==> src/rtl/arb_pkg.sv <==
// Shared constants for the instruction/data memory port arbiter.
package arb_pkg;

  localparam int unsigned ARB_AW = 32;
  localparam int unsigned ARB_DW = 32;

  // Arbiter FSM encoding; values are fixed so state can be traced in waves.
  typedef enum logic [2:0] {
    IDLE   = 3'd0,
    BUSY_I = 3'd1,
    BUSY_D = 3'd2,
    RESP_I = 3'd3,
    RESP_D = 3'd4
  } arb_state_e;

endpackage

==> src/rtl/arb_perf_cnt.sv <==
// Free-running wait-cycle counter: counts enabled cycles, wraps at 2^W.
module arb_perf_cnt #(
  parameter int unsigned W = 32
) (
  input  logic         clk,
  input  logic         rst,
  input  logic         en,
  output logic [W-1:0] count
);

  // Counter register with synchronous reset.
  always_ff @(posedge clk) begin
    if (rst) begin
      count <= '0;
    end else if (en) begin
      count <= count + W'(1);
    end
  end

endmodule

==> src/rtl/mem_port_arbiter.sv <==
// Shares one single-port memory between fetch and the MEM stage.
// Data accesses win over fetch. Each access runs IDLE -> BUSY -> RESP.
// Optional build macro ARB_PERF_CNT_EN adds perf_i_wait / perf_d_wait.
module mem_port_arbiter
  import arb_pkg::*;
#(
  parameter int unsigned AW = ARB_AW,
  parameter int unsigned DW = ARB_DW
) (
  input  logic            clk,
  input  logic            rst,
  input  logic            i_req,
  input  logic [AW-1:0]   i_addr,
  output logic            i_valid,
  output logic [DW-1:0]   i_rdata,
  input  logic            d_req,
  input  logic            d_we,
  input  logic [AW-1:0]   d_addr,
  input  logic [DW-1:0]   d_wdata,
  input  logic [DW/8-1:0] d_wmask,
  output logic            d_valid,
  output logic [DW-1:0]   d_rdata,
  output logic            mem_req,
  output logic            mem_we,
  output logic [AW-1:0]   mem_addr,
  output logic [DW-1:0]   mem_wdata,
  output logic [DW/8-1:0] mem_wmask,
  input  logic [DW-1:0]   mem_rdata,
  input  logic            mem_ready,
  output logic            stall_if,
  output logic            stall_mem
`ifdef ARB_PERF_CNT_EN
  ,
  output logic [31:0]     perf_i_wait,
  output logic [31:0]     perf_d_wait
`endif
);

  arb_state_e state_q;
  arb_state_e state_d;

  logic            mem_req_d;
  logic            mem_we_d;
  logic [AW-1:0]   mem_addr_d;
  logic [DW-1:0]   mem_wdata_d;
  logic [DW/8-1:0] mem_wmask_d;
  logic            i_valid_d;
  logic            d_valid_d;
  logic [DW-1:0]   i_rdata_d;
  logic [DW-1:0]   d_rdata_d;

  // Next-state and next-register values; registers hold unless a state acts.
  always_comb begin
    state_d     = state_q;
    mem_req_d   = mem_req;
    mem_we_d    = mem_we;
    mem_addr_d  = mem_addr;
    mem_wdata_d = mem_wdata;
    mem_wmask_d = mem_wmask;
    i_rdata_d   = i_rdata;
    d_rdata_d   = d_rdata;
    i_valid_d   = 1'b0;
    d_valid_d   = 1'b0;

    unique case (state_q)
      IDLE: begin
        if (d_req) begin
          state_d     = BUSY_D;
          mem_req_d   = 1'b1;
          mem_we_d    = d_we;
          mem_addr_d  = d_addr;
          mem_wdata_d = d_wdata;
          mem_wmask_d = d_we ? d_wmask : '0;
        end else if (i_req) begin
          state_d     = BUSY_I;
          mem_req_d   = 1'b1;
          mem_we_d    = 1'b0;
          mem_addr_d  = i_addr;
          mem_wdata_d = '0;
          mem_wmask_d = '0;
        end
      end
      BUSY_I: begin
        if (mem_ready) begin
          state_d   = RESP_I;
          mem_req_d = 1'b0;
          i_rdata_d = mem_rdata;
          i_valid_d = 1'b1;
        end
      end
      BUSY_D: begin
        if (mem_ready) begin
          state_d   = RESP_D;
          mem_req_d = 1'b0;
          d_rdata_d = mem_rdata;
          d_valid_d = 1'b1;
        end
      end
      // Response cycle: requests are not sampled here, so a held request
      // is only relaunched after returning to IDLE.
      RESP_I, RESP_D: begin
        state_d = IDLE;
      end
      default: begin
        state_d   = IDLE;
        mem_req_d = 1'b0;
      end
    endcase
  end

  // State and datapath registers with synchronous reset.
  always_ff @(posedge clk) begin
    if (rst) begin
      state_q   <= IDLE;
      mem_req   <= 1'b0;
      mem_we    <= 1'b0;
      mem_addr  <= '0;
      mem_wdata <= '0;
      mem_wmask <= '0;
      i_valid   <= 1'b0;
      d_valid   <= 1'b0;
      i_rdata   <= '0;
      d_rdata   <= '0;
    end else begin
      state_q   <= state_d;
      mem_req   <= mem_req_d;
      mem_we    <= mem_we_d;
      mem_addr  <= mem_addr_d;
      mem_wdata <= mem_wdata_d;
      mem_wmask <= mem_wmask_d;
      i_valid   <= i_valid_d;
      d_valid   <= d_valid_d;
      i_rdata   <= i_rdata_d;
      d_rdata   <= d_rdata_d;
    end
  end

  // Pipeline stalls drop in the valid cycle so the pipeline advances that edge.
  assign stall_mem = d_req & ~d_valid;
  assign stall_if  = (i_req & ~i_valid) | stall_mem;

`ifdef ARB_PERF_CNT_EN
  // Cycles each requester spends waiting on the memory port.
  arb_perf_cnt #(.W(32)) u_perf_i (
    .clk   (clk),
    .rst   (rst),
    .en    (i_req & ~i_valid),
    .count (perf_i_wait)
  );

  arb_perf_cnt #(.W(32)) u_perf_d (
    .clk   (clk),
    .rst   (rst),
    .en    (d_req & ~d_valid),
    .count (perf_d_wait)
  );
`else
  // No wait-cycle counters in this build.
`endif

endmodule

==> config.mk <==
export PLATFORM = sky130hd
export DESIGN_NAME = mem_port_arbiter
export DESIGN_NICKNAME = d
export VERILOG_FILES = /design/src/rtl/arb_pkg.sv /design/src/rtl/arb_perf_cnt.sv /design/src/rtl/mem_port_arbiter.sv
export SDC_FILE = /design/constraint.sdc
export NUM_CORES = 1
export LEC_CHECK = 0
export ABC_CLOCK_PERIOD_IN_PS = 2300
export CORE_MARGIN = 1.5
export CORE_UTILIZATION = 42
export DETAILED_ROUTE_END_ITERATION = 8
export PLACE_DENSITY = 0.86
export SLEW_MARGIN = 20
export SYNTH_ARGS = -nofsm -noshare
export SYNTH_HDL_FRONTEND = slang
export SYNTH_HIERARCHICAL = 1
export SYNTH_SLANG_ARGS = --single-unit
==> constraint.sdc <==
create_clock -name clk -period 2.3 [get_ports clk]
set_clock_uncertainty 0.05 [all_clocks]
set_input_delay 0.46 -clock clk [delete_from_list [all_inputs] [get_ports clk]]
set_output_delay 0.46 -clock clk [all_outputs]
set_load 0.05 [all_outputs]
==> results.ini, run 1 <==
[floorplanning]
io-pin-count = 276
coreArea_um2 = 11560
die_w_um = 112.6
dieHeight_um = 112.6
initial_core_util_pct = 43.65
dieArea_um2 = 12690
rows = 39

[worst_hold_path]
holdPathStages = 2
holdCritPathClass = in2reg

[global_route]
grt_max_degree = 83
use_met2_pct = 45.41
track_usage_pct = 26.41
overflow = 0
grt_pass1_wl_um = 26000
grt_pass1_vias = 4989
grtUsageMet3_pct = 8.531
antenna_found_initial = 0
grt_util_met1_pct = 28.42
top_usage_layer = met2

[placed_design]
gp_congestion = 0.7824
port_buffers = 275
dpl.hpwl_um = 11900
post-place-ws_ns = 0.2773
place_inst = 920

[drt]
wl_um = 16900
antenna_left = 0
vias = 5027
wl_per_cell_um = 17.76
vias_per_cell = 5.280
first_pass_iters = 8
drc = 1
drt_iter0_markers = 357

[synthesis]
yosys.area.top_type = dfxtp_1
synth_fa_ha_area_share_pct = 0
synth.area.top_cells = dfxtp_1 (55%), a21oi_1 (9.7%), nand2_1 (9.5%)
synth_edf_count = 0
synth.top_cell.area_share_pct = 55.12
ys_ff_latch = 139
synth_top_family_by_area = compound AO/OA/AOI/OAI gates
netlist_instances = 540
synth_xor_area_share_pct = 0
synth_nets = 678
synth_ff_type = dfxtp_1
yosysWarnings = 6
synth.distinct_cells = 26
synthMuxAreaShare_pct = 6.568
synth_area_um2 = 5049
async_flop_share_pct = 0
yosysSeqAreaShare_pct = 55.12
yosys.area_share.simple_pct = 12.04
syn_area_per_cell_um2 = 9.349
synth-compound-area-share_pct = 21.61

[cts]
clock-sinks = 139
cts_tree = done
clkSlewWorstSetupHoldPaths_ns = 0.05
cts_setup_buffers = 0
cts_buffers = 17
clock_path_buffers = 2
clk-insertion-delay-late_ns = 0.41
cts_root_buf = clkbuf_16
h-tree-depth = 4
hold_buffers = 0
ctsResizeCount = 0

[cells_and_area]
final_cell_mix = clkdlybuf4s50_1 (271), dfxtp_1 (139), nand2_1 (128)
drive_gt1_share_pct = 6.304
nNetsFinal = 934
antenna_cells = 0
syn2layout_area_growth_pct = 69.05
fill_cells = 797
stdcell_count = 952
layout_commonest_cell = clkdlybuf4s50_1

[power]
ir_drop_mv = 0.4805
powerDensity_nw_per_um2 = 822.5
power.leakage_nw = 3.152

[critical_path]
critPathSlowestCell = clkdlybuf4s50_1
end_kind = primary output
rr_worst_depth = 4
crit_path_max_fanout = 2
path_class = reg2out
worstPathArrival_ns = 1.63
path_cells = clkdlybuf4s50_1
crit_path_max_incr_delay_ns = 0.86
cp_data_required_time_ns = 1.79
cp-start-kind = flip-flop
crit_cells = 1
cp.buffers_inverters = 1
crit_family = buffers and inverters

[outcome]
violations = DRC
status = complete, but fails checks

[sta]
whs_ns = 0.3998
fmax_mhz = 467.8
fin_tns_setup_ns = 0
slew_violations = 0
fin_crit_ns = 2.138
fin_crit_sh_pct = 92.94
slew_headroom_pct = 61.55
worstMarginPinSlew_ns = 0.5749
setup_viol = 0
setup_ws_ns = 0.1623
timing.final.hold_violations = 0
rsz0062_at_grt = no

[flow_run]
maxCapViolCount = 0

final timing paths:
kind	startpoint	slack, ns	endpoint
worst max-delay path	mem_wdata[14]	0.16	mem_wdata[14]
worst min-delay path	rst	0.40	mem_addr[14]
worst max register to register	state_q[2]	0.37	mem_wdata[14]
worst min register to register	d_rdata[24]	0.40	d_rdata[24]
cell type report:
class	count	area, µm²	area share, %
repair buffers	288	2925	34.28
flip-flops and latches	139	2783	32.61
inverters	2	7.507	0.08796
multi-input cells	348	2061	24.15
clock inverters	5	56.30	0.6597
clock buffers	27	523.0	6.128
well taps	143	178.9	2.096
cells by family (layout without fill, tap and decap cells):
kind of cell | Yosys count | count (layout)
buffers and inverters | 53 | 322
AOI/OAI and AO/OA | 171 | 171
and+or+nand+nor | 144 | 144
muxes | 33 | 33
DFF | 139 | 139
metrics by stage:
stage / power [mW] / cell area, µm² / utilization, %
floorplan: 3.704 / 5049 / -
global placement: 4.383 / 7955 / 68.79
detailed placement: 4.425 / 7955 / 68.79
CTS: 7.071 / 8534 / 73.80
global route: 7.274 / 8534 / 73.80
finish: 7.019 / 8534 / 73.80
layer usage:
| metal | share of wire, % | up-vias |
|---|---|---|
| met4 | 4.5 | 0 |
| met3 | 8.5 | 55 |
| met5 | 0 | - |
| met2 | 50 | 239 |
| li1 | - | 2402 |
| met1 | 37 | 2331 |
cell usage after synthesis (2+ instances only):
library cell and number:
a32o_1 4, a22o_1 33, nor4_1 2, inv_1 2, a21oi_1 98, buf_2 11, dfxtp_1 139, nand4bb_1 2
nor4bb_1 2, a211oi_1 32, nor3_1 2, clkbuf_1 36, nor2_1 4, nand2_1 128, buf_6 3, mux2i_1 32
power by group:
group	leakage [nW]	internal [mW]	total (mW)	switching, mW
Clock	0.284	1.66	2.63	0.974
Combinational	1.73	0.682	1.70	1.02
Sequential	1.14	2.58	2.68	0.103
Total	3.15	4.92	7.02	2.10
flip-flops by register name, summed over array words and instances (netlist names), 3 cells and up:
| name | count |
|---|---|
| i_rdata | 32 |
| mem_wmask | 4 |
| d_rdata | 32 |
| mem_wdata | 32 |
| mem_addr | 32 |
| state_q | 3 |
Power figures use the tool's default switching activity.
==> run 2, diff against run 1 <==
- HOLD_SLACK_MARGIN: not set -> 0.1
==> results of run 2 <==
Same layout as run 1: the final DEF is identical, and so are final timing and power.
==> run 3, diff against run 2 <==
- CAP_MARGIN: not set -> 20
==> results of run 3 <==
Same layout as run 1: the final DEF is identical, and so are final timing and power.
